--- src/rtl/serial_link_pkg.sv ---
// Shared definitions for the serial sample link (transmit and receive sides).
package serial_link_pkg;

  localparam int SERIAL_DATA_WIDTH = 24;
  localparam int SERIAL_GAP_CYCLES = 2;

  typedef enum logic [1:0] {
    IDLE  = 2'd0,
    SHIFT = 2'd1,
    GAP   = 2'd2
  } tx_state_t;

endpackage

--- src/rtl/sync_fifo.sv ---
// Single-clock FIFO with registered full/empty flags and wrap-bit pointers.
module sync_fifo #(
  parameter int WIDTH = 8,
  parameter int DEPTH = 4
) (
  input  logic             clk,
  input  logic             rst_n,
  input  logic             push,
  input  logic [WIDTH-1:0] din,
  input  logic             pop,
  output logic [WIDTH-1:0] dout,
  output logic             full,
  output logic             empty
);

  localparam int AW = $clog2(DEPTH);

  logic [WIDTH-1:0] mem [DEPTH];
  logic [AW:0]      wr_ptr;
  logic [AW:0]      rd_ptr;
  logic [AW:0]      wr_nxt;
  logic [AW:0]      rd_nxt;
  logic             do_push;
  logic             do_pop;

  // A push while full is dropped even if a pop frees a slot on the same edge.
  assign do_push = push && !full;
  assign do_pop  = pop && !empty;

  always_comb begin
    wr_nxt = wr_ptr + (AW+1)'(do_push);
    rd_nxt = rd_ptr + (AW+1)'(do_pop);
  end

  always_ff @(posedge clk or negedge rst_n) begin
    if (!rst_n) begin
      wr_ptr <= '0;
      rd_ptr <= '0;
      full   <= 1'b0;
      empty  <= 1'b1;
    end else begin
      wr_ptr <= wr_nxt;
      rd_ptr <= rd_nxt;
      full   <= (wr_nxt[AW] != rd_nxt[AW]) && (wr_nxt[AW-1:0] == rd_nxt[AW-1:0]);
      empty  <= (wr_nxt == rd_nxt);
    end
  end

  always_ff @(posedge clk) begin
    if (do_push) mem[wr_ptr[AW-1:0]] <= din;
  end

  assign dout = mem[rd_ptr[AW-1:0]];

endmodule

--- src/rtl/serial_word_tx.sv ---
// Parallel-to-serial LSB-first transmitter feeding the FIR serial input link.
// Optional word counter output enabled by SERIAL_WORD_TX_COUNT_EN.
module serial_word_tx
  import serial_link_pkg::*;
#(
  parameter int DATA_WIDTH = SERIAL_DATA_WIDTH,
  parameter int FIFO_DEPTH = 4,
  parameter int GAP_CYCLES = SERIAL_GAP_CYCLES
) (
  input  logic                  i_clk,
  input  logic                  i_rst,
  input  logic                  i_en,
  input  logic [DATA_WIDTH-1:0] i_word,
  input  logic                  i_word_valid,
  output logic                  o_word_ready,
  output logic                  o_dout,
  output logic                  o_dout_valid,
  input  logic                  i_ready,
  output tx_state_t             o_state
`ifdef SERIAL_WORD_TX_COUNT_EN
  ,
  output logic [31:0]           o_words_sent
`endif
);

  localparam int BCW = $clog2(DATA_WIDTH);
  localparam int GCW = $clog2(GAP_CYCLES + 1);
  localparam logic [BCW-1:0] BIT_LAST = BCW'(DATA_WIDTH - 1);
  localparam logic [GCW-1:0] GAP_LOAD = GCW'(GAP_CYCLES - 1);

  tx_state_t             state;
  logic [DATA_WIDTH-1:0] shreg;
  logic [BCW-1:0]        bit_cnt;
  logic [GCW-1:0]        gap_cnt;
  logic                  dout_q;
  logic                  valid_q;
  logic [DATA_WIDTH-1:0] fifo_dout;
  logic                  fifo_full;
  logic                  fifo_empty;
  logic                  push;
  logic                  pop;
  logic                  last_xfer;

  // Both handshakes are plain valid/ready: a transfer happens on a rising edge
  // where the sender's valid and the receiver's ready are both high.
  assign o_word_ready = i_en && !fifo_full;
  assign push         = i_word_valid && o_word_ready;
  assign pop          = i_en && !fifo_empty &&
                        ((state == IDLE) || ((state == GAP) && (gap_cnt == '0)));
  assign last_xfer    = (state == SHIFT) && i_ready && (bit_cnt == BIT_LAST);

  sync_fifo #(
    .WIDTH (DATA_WIDTH),
    .DEPTH (FIFO_DEPTH)
  ) u_fifo (
    .clk   (i_clk),
    .rst_n (i_rst),
    .push  (push),
    .din   (i_word),
    .pop   (pop),
    .dout  (fifo_dout),
    .full  (fifo_full),
    .empty (fifo_empty)
  );

  always_ff @(posedge i_clk or negedge i_rst) begin
    if (!i_rst) begin
      state   <= IDLE;
      shreg   <= '0;
      bit_cnt <= '0;
      gap_cnt <= '0;
      dout_q  <= 1'b0;
      valid_q <= 1'b0;
    end else begin
      case (state)
        IDLE: begin
          if (pop) begin
            shreg   <= fifo_dout;
            dout_q  <= fifo_dout[0];
            valid_q <= 1'b1;
            bit_cnt <= '0;
            state   <= SHIFT;
          end
        end
        SHIFT: begin
          if (i_ready) begin
            shreg <= shreg >> 1;
            if (last_xfer) begin
              dout_q  <= 1'b0;
              valid_q <= 1'b0;
              gap_cnt <= GAP_LOAD;
              state   <= GAP;
            end else begin
              dout_q  <= shreg[1];
              bit_cnt <= bit_cnt + 1'b1;
            end
          end
        end
        GAP: begin
          if (gap_cnt == '0) begin
            if (pop) begin
              shreg   <= fifo_dout;
              dout_q  <= fifo_dout[0];
              valid_q <= 1'b1;
              bit_cnt <= '0;
              state   <= SHIFT;
            end else begin
              state <= IDLE;
            end
          end else begin
            gap_cnt <= gap_cnt - 1'b1;
          end
        end
        default: state <= IDLE;
      endcase
    end
  end

  assign o_dout       = dout_q;
  assign o_dout_valid = valid_q;
  assign o_state      = state;

`ifdef SERIAL_WORD_TX_COUNT_EN
  logic [31:0] words_sent;

  always_ff @(posedge i_clk or negedge i_rst) begin
    if (!i_rst) words_sent <= '0;
    else if (last_xfer) words_sent <= words_sent + 32'd1;
  end

  assign o_words_sent = words_sent;
`endif

endmodule

--- config.mk ---
export PLATFORM = sky130hd
export DESIGN_NAME = serial_word_tx
export DESIGN_NICKNAME = d
export VERILOG_FILES = /design/src/rtl/serial_link_pkg.sv /design/src/rtl/sync_fifo.sv /design/src/rtl/serial_word_tx.sv
export SDC_FILE = /design/constraint.sdc
export NUM_CORES = 1
export LEC_CHECK = 0
export ABC_AREA = 1
export CORE_ASPECT_RATIO = 0.6
export CORE_MARGIN = 2
export CORE_UTILIZATION = 45
export CTS_CLUSTER_DIAMETER = 120
export DETAILED_ROUTE_END_ITERATION = 8
export PLACE_DENSITY = 0.75
export SYNTH_ARGS = -nofsm -noshare
export SYNTH_HDL_FRONTEND = slang
export SYNTH_SLANG_ARGS = --single-unit
--- constraint.sdc ---
create_clock -name i_clk -period 3.15 [get_ports i_clk]
set_input_delay 0.63 -clock i_clk [delete_from_list [all_inputs] [get_ports i_clk]]
set_output_delay 0.63 -clock i_clk [all_outputs]
set_load 0.02 [all_outputs]
After elaboration in Yosys (flattened, before gate mapping)
Memories as Yosys holds them, arrays and structs flattened.
Index checks and enable logic that the tools add are counted.
- register bits after elaboration: 43
- memory bits (writable): 96
- input port bits: 29
- memories kept: 1
- memories (memory ; words ; width ; read ports ; clocked after memory_dff ; write ports ; RTL line ; RTL):
    u_fifo.mem ; 4 ; 24 ; 1 ; 0 ; 1 ; sync_fifo.sv:18 ; logic [WIDTH-1:0] mem [DEPTH];
- add/sub/neg operators: 4
- equality and inequality tests: 12
- mux-type cells: 31
- reductions and logical operators: 22
- operator list (operator ; number):
    $mux 24 ; 3
    $pmux 24 s3 ; 1
    $mux 5 ; 4
    $reduce_and 4->1 ; 4
    $pmux 5 s3 ; 1
    $mux 2 ; 7
    $mux 1 ; 11
    $logic_and 1x1->1 ; 10
    $ne 2x2->1 const B ; 4
    $add 3x1->3 ; 2
    $pmux 1 s3 ; 2
    $pmux 2 s3 ; 1
    $add 5x1->5 const B ; 1
    $eq 5x5->1 const B ; 1
    $logic_not 2->1 ; 2
    $ne 2x1->1 const B ; 2
    $pmux 2 s2 ; 1
    $eq 3x3->1 ; 1
    $reduce_and 3->1 ; 1
    $reduce_bool 3->1 ; 1
    $eq 2x1->1 const B ; 1
    $eq 2x2->1 ; 1
    $eq 2x2->1 const B ; 1
    $logic_not 1->1 ; 2
    other kinds (4) ; 4

Longest topological paths before layout
Gate-level depths: netlist (run 1).
- depth after elaboration: 8
- mapped depth: 11
- mapped depth without buffers: 11

Hierarchy
From an unflattened synthesis (run 1), not the netlist that was laid out.
- cells, all modules: 563
- area, all modules: 6057.1 µm²
- by module, submodules not included (module ; instances ; cells an instance ; area an instance (µm²) ; sequential area each (µm²)):
    sync_fifo ; 1 ; 330 ; 4275.4 ; 3084.2
    serial_word_tx ; 1 ; 233 ; 1781.7 ; 850.8

Least setup slack after synthesis (run 1)
Ideal clock, no wire load.
- path kind: in2reg
- from: in i_en
- to: mem u_fifo.mem[0][0] in the netlist's numbering, enable pin
- library setup time: 435 ps
- arrival: 2871 ps
- data required time: 2715 ps
- setup slack: -156 ps
- stages on the path: 4
- cells stage by stage: inv_1 -> nor2_1 -> nand2_1 -> nor3_1
- cells in the longest elaborated chain, start to end: 5
- ends and longest elaborated chain (item ; RTL line ; RTL):
    start: declaration ; serial_word_tx.sv:12 ; input logic i_en,
    $logic_and 1x1->1 ; serial_word_tx.sv:46 ; assign o_word_ready = i_en && !fifo_full;
    named net o_word_ready ; serial_word_tx.sv:15 ; output logic o_word_ready,
    $logic_and 1x1->1 ; serial_word_tx.sv:47 ; assign push = i_word_valid && o_word_ready;
    $logic_and 1x1->1 ; sync_fifo.sv:27 ; assign do_push = push && !full;
    $mux 1 ; sync_fifo.sv:50 ; if (do_push) mem[wr_ptr[AW-1:0]] <= din;
    $mux 1 (implied by the code) ; sync_fifo.sv:50 ;
    end: declaration ; sync_fifo.sv:18 ;
The timed path passes the listed nets, and every way through them passes these cells.

Final worst setup path (run 1)
- from: in i_en
- to: out o_word_ready
- cells in the longest elaborated chain, start to end: 1
- ends and longest elaborated chain (item ; RTL line):
    $logic_and 1x1->1 ; serial_word_tx.sv:46
    end: declaration ; serial_word_tx.sv:15
Every way passes these cells.

==> flow_summary.yaml, run 1 <==
status:
  outcome: "finished clean"
hold_path:
  hold_class: "input port to async pin"
sta:
  skew_ps: 8.028
  tightest_slew_ps: 1036
  hold_viol: 0
  slew_violations: 0
  slew_headroom: 0.3095
  timing.hold.ws_ps: 402.6
  rsz0062_at_grt: "no"
  finalSetupViolations: 0
  layout_min_cycle_time_ps: 2574
  fin_crit_sh: 0.8171
  tns_ps: 0
  fmax_mhz: 388.5
cells_and_area:
  multi_input_area_um2: 1599
  fin_nets: 619
  fin_util: 0.5407
  fillers: 1063
  drive_gt1_frac: 0.1007
  final_area_um2: 6884
  antenna_cells: 0
  regArea_um2: 3935
  area.growth.synth_to_final_pct: 18.17
global_route:
  antenna_found_initial: 0
  grt_max_degree: 53
  first_global_vias: 3857
  gr-total-overflow: 0
  track_usage: 0.1834
  grt_pass1_wl_um: 19180
yosys:
  synth_edf_count: 96
  syn_avg_cell_area_um2: 10.63
  synthArstFlopShare: 0.3043
  ys_ff_latch: 138
  synth.distinct_cells: 28
  syn-num-nets: 583
  synth_ff_type: "edfxtp_1"
  syn_inst: 548
  ys_seq_area_frac: 0.6755
  synthesis.area_um2: 5826
  yosysWarnings: 0
power_and_ir_drop:
  p_sw_frac: 0.3158
  ir_drop_mv: 0.4466
  p_clk_frac: 0.334
  p_seq_frac: 0.422
  p_leak_nw: 2.785
  power_frac_comb: 0.244
  p_sw_w: 0.001862
  power.density_nw_per_um2: 856.3
  intPower_w: 0.004034
place:
  gp_congestion: 0.7727
  dpl.hpwl_um: 6583
  port_buffers: 33
  place_area_um2: 6300
clock_tree:
  cts.sinks: 138
  numCtsBuffers: 17
  cts.repair.resized: 0
  root_buffer: "clkbuf_16"
  insertion_delay_ps: 410
  postCtsHoldBufs: 0
  cts_tree: "built"
  clkSlewWorstSetupHoldPaths_ps: 60
  htreeDepth: 4
  clk_path_buf_depth: 2
  postCtsSetupRepairBufs: 0
detailed_routing:
  routed_via_density: 5.001
  drt_wl_total_um: 11660
  drc: 0
  ant_nets: 0
  wl_per_cell_um: 15.22
  first_iter_violations: 211
  vias: 3831
  dr.pass1.iters: 4
critical_path:
  r2r_end: "u_fifo.empty$_DFF_PN1_"
  reg2reg_depth: 11
  r2r_setup_slack_ps: 1180
  cp_max_fo: 3
  r2r_start: "gap_cnt[0]$_DFFE_PN0P_"
  start_kind: "input port"
  path_class: "input port to output pin"
  cp_data_arrival_time_ps: 1940
  endpoint_kind: "output pin"
  required_ps: 2520
floorplanning:
  dieArea_um2: 13900
  start_util: 0.4575
  core_um2: 12730
  rows: 32
  die_x_um: 150.9
  die_h_um: 92.14
  pin_count: 34
flow_run:
  drv_cap: 0
-- critical path, cell delays in order --
cell and delay [ps]:
clkdlybuf4s50_1 460, inv_1 60, nor2_1 160, clkdlybuf4s50_1 640
-- cell usage after synthesis, types with 5 or more instances --
cell type	count	area, um^2
nand2_1	136	510.5
edfxtp_1	96	2883
nor2_1	92	345.3
dfrtp_1	41	1026
inv_1	40	150.1
nand3_1	30	150.1
o21ai_0	28	140.1
o211ai_1	22	165.2
buf_2	10	50.05
nor2_2	10	62.56
buf_4	6	45.04
clkbuf_1	6	22.52
ha_1	6	75.07
nor3_1	5	25.02
-- flip-flops by register name, summed over array words and instances, names as in the netlist --
name and cells:
o_state 2, u_fifo.empty 1, u_fifo.wr_ptr 3, bit_cnt 5, o_dout_valid 1, u_fifo.full 1
u_fifo.mem 96, shreg 23, o_dout 1, u_fifo.rd_ptr 3, gap_cnt 2
-- power by group through the flow --
| stage | registers (W) | clock network (W) | logic (W) |
|---|---|---|---|
| CTS | 0.00249 | 0.00200 | 0.00145 |
| global route | 0.00253 | 0.00209 | 0.00164 |
| detailed placement | 0.00251 | 0 | 0.00141 |
| finish | 0.00249 | 0.00197 | 0.00144 |
| global placement | 0.00250 | 0 | 0.00134 |
| floorplan | 0.00247 | 0 | 0.00108 |
-- cell families (layout without fill, tap and decap cells) --
group / count (synthesis) / after routing / synth area share
adder cells (fa/ha/maj): 6 / 6 / 0.01289
AND/OR/NAND/NOR: 278 / 278 / 0.1948
buffers and inverters: 68 / 116 / 0.05348
XOR/XNOR: 6 / 6 / 0.009022
flip-flops: 138 / 138 / 0.6755
AO/OA/AOI/OAI: 52 / 52 / 0.05434
-- area by class of cell --
| type | instances | share of cell area |
|---|---|---|
| clock buffer | 19 | 0.06289 |
| multi-input combinational | 342 | 0.2323 |
| clock inverter | 12 | 0.02199 |
| timing repair buffer | 41 | 0.05598 |
| tap | 170 | 0.03090 |
| sequential | 138 | 0.5716 |
| inverter | 44 | 0.02435 |
-- worst max path at each step --
stage               start                    endpoint  depth (start not counted)
detailed placement   i_en                o_word_ready                          4
CTS                  i_en                o_word_ready                          4
global route         i_en                o_word_ready                          4
global placement     i_en                o_word_ready                          4
finish               i_en                o_word_ready                          4
floorplan            i_en  u_fifo.mem[0][0]$_DFFE_PP_                          4
-- placed cells by master (no fill, tap or decap), drive strengths merged --
cell / synthesis / layout
xnor2: 3 / 3
ha: 6 / 6
nand3: 31 / 31
clkdlybuf4s50: 0 / 32
clkinv: 0 / 7
edfxtp: 96 / 96
dfstp: 1 / 1
nor2b: 1 / 1
o22ai: 1 / 1
clkbuf: 6 / 19
nor3: 5 / 5
xor2: 3 / 3
bufinv: 0 / 3
nor2: 102 / 102
dfrtp: 41 / 41
a21oi: 1 / 1
buf: 18 / 9
o211ai: 22 / 22
nand3b: 1 / 1
nand2: 138 / 138
inv: 44 / 44
o21ai: 28 / 28
clkinvlp: 0 / 2
-- metal layers --
metal  share of wire  global-route usage  vias up
li1                -                   -     1887
met1            0.46              0.2412     1851
met2            0.49              0.2939       84
met3           0.042             0.04726        9
met4          0.0073             0.07009        0
met5               0                   0        -
-- stage by stage --
stage	total power [W]	setup WS (ps)	cells
5_1_grt	0.006250	511.4	766
3_5_place_dp	0.003928	589.3	735
2_1_floorplan	0.003557	-156.4	548
6_report	0.005895	576.2	766
3_3_place_gp	0.003838	588.6	735
4_1_cts	0.005935	574.6	766
(Power assumes the default switching activity.)
==> inputs of run 2 (changes only) <==
clock period = 2.5 ns   (was 3.15 ns; I/O delays follow)
==> flow_summary.yaml, run 2 (synthesis gave the netlist of run 1 again) <==
status:
  outcome: "finished clean"
critical_path:
  reg2reg_depth: 11
  start_kind: "input port"
  r2r_end: "u_fifo.empty$_DFF_PN1_"
  cp.depth: 4
  cp_top_family: "buffers and inverters"
  required_ps: 2000
  critPathSlowestCell: "clkdlybuf4s50_1"
  path_cells: "clkdlybuf4s50_1, inv_1, nor2_1, clkdlybuf4s50_1"
  r2r_start: "gap_cnt[0]$_DFFE_PN0P_"
  r2r_setup_slack_ps: 520
  cp_max_fo: 3
  endpoint_kind: "output pin"
  critPathBufInv: 3
  path_class: "input port to output pin"
  startpoint: "i_en"
  path_common_cell: "clkdlybuf4s50_1"
  worstSetupEndpoint: "o_word_ready"
  slowest_delay_ps: 640
  cp_data_arrival_time_ps: 1830
detailed_routing:
  drc: 0
  dr.pass1.iters: 5
  wl_per_cell_um: 14.97
  drt_wl_total_um: 11600
  ant_nets: 0
  vias: 3882
  routed_via_density: 5.009
  first_iter_violations: 276
cells_and_area:
  fin_nets: 627
  area.growth.synth_to_final_pct: 20.81
  final_cells: 775
  final_area_um2: 7038
  fillers: 1042
  antenna_cells: 0
  fin_util: 0.5528
  final_common_cell: "nand2_1"
  drive_gt1_frac: 0.1124
  layout_common_cells: "nand2_1 (136), edfxtp_1 (96), nor2_1 (92)"
  largest_reg_flops: 96
clock_tree:
  cts.repair.resized: 0
  root_buffer: "clkbuf_16"
  clkSlewWorstSetupHoldPaths_ps: 60
  numCtsBuffers: 17
  postCtsHoldBufs: 0
  cts.sinks: 138
  insertion_delay_ps: 410
  htreeDepth: 4
  postCtsSetupRepairBufs: 0
  cts_tree: "built"
  clk_path_buf_depth: 2
power_and_ir_drop:
  power.density_nw_per_um2: 1083
  ir_drop_mv: 0.5595
  p_leak_nw: 2.851
sta:
  finalSetupViolations: 0
  fin_crit_sh: 0.9303
  tightest_slew_ps: 663.2
  skew_ps: 5.915
  tns_ps: 0
  layout_min_cycle_time_ps: 2326
  fmax_mhz: 430.0
  slew_violations: 0
  rsz0062_at_grt: "no"
  worst_slack_ps: 174.2
  slew_headroom: 0.5579
  hold_viol: 0
place:
  post-place-ws_ps: 151.4
  dpl.hpwl_um: 7231
  place_area_um2: 6410
  port_buffers: 33
  gp_congestion: 0.7786
  placed_cells: 743
global_route:
  gr-total-overflow: 0
  grt_pass1_wl_um: 19300
  grt_max_degree: 52
  grt.busiest_layer: "met2"
  met2_usage: 0.2909
  grt_use_met3: 0.05871
  track_usage: 0.1857
  antenna_found_initial: 0
  met1_usage: 0.2454
  first_global_vias: 3922
flow_run:
  drv_cap: 0
floorplanning:
  core_um2: 12730
  rows: 32
  die_x_um: 150.9
  dieArea_um2: 13900
  die_h_um: 92.14
  start_util: 0.4575
  pin_count: 34
hold_path:
  hold_class: "input port to async pin"
## run 2: area by class of cell
| type | count | area (um^2) | share of cell area |
|---|---|---|---|
| clock buffer | 20 | 456.7 | 0.06489 |
| clock inverter | 12 | 171.4 | 0.02436 |
| inverter | 44 | 167.7 | 0.02382 |
| multi-input combinational | 342 | 1599 | 0.2272 |
| sequential | 138 | 3935 | 0.5591 |
| tap | 170 | 212.7 | 0.03022 |
| timing repair buffer | 49 | 495.5 | 0.07040 |
## run 2: worst min path at each step
stage          slack (ps)                          to                  startpoint
6_report              120      o_state[1]$_DFFE_PN0P_                       i_rst
5_1_grt               150    o_dout_valid$_DFFE_PN0P_                       i_rst
4_1_cts               130    o_dout_valid$_DFFE_PN0P_                       i_rst
3_5_place_dp          460  u_fifo.wr_ptr[2]$_DFF_PN0_  u_fifo.wr_ptr[2]$_DFF_PN0_
3_3_place_gp          460    o_dout_valid$_DFFE_PN0P_    o_dout_valid$_DFFE_PN0P_
2_1_floorplan         200      bit_cnt[0]$_DFFE_PN0P_                       i_rst
## run 2: metrics by stage
| step | hold slack [ps] | total power, W |
|---|---|---|
| after floorplan | 204.4 | 0.004482 |
| after global placement | 463.8 | 0.004942 |
| after detailed placement | 464.3 | 0.005009 |
| after CTS | 131.5 | 0.007673 |
| after global routing | 150.4 | 0.008096 |
| final | 115.1 | 0.007621 |
## run 2: per-layer routing
layer	wire length [um]	vias up
li1	-	1896
met1	5526	1881
met2	5406	92
met3	563	13
met4	103	0
met5	0	-
## run 2: power breakdown
group,switching (W),internal (W),leakage (nW),total (W)
clock network,0.000925,0.00171,0.293,0.00264
registers,0.000252,0.00289,1.42,0.00314
logic,0.00116,0.000686,1.14,0.00184
total,0.00233,0.00529,2.85,0.00762
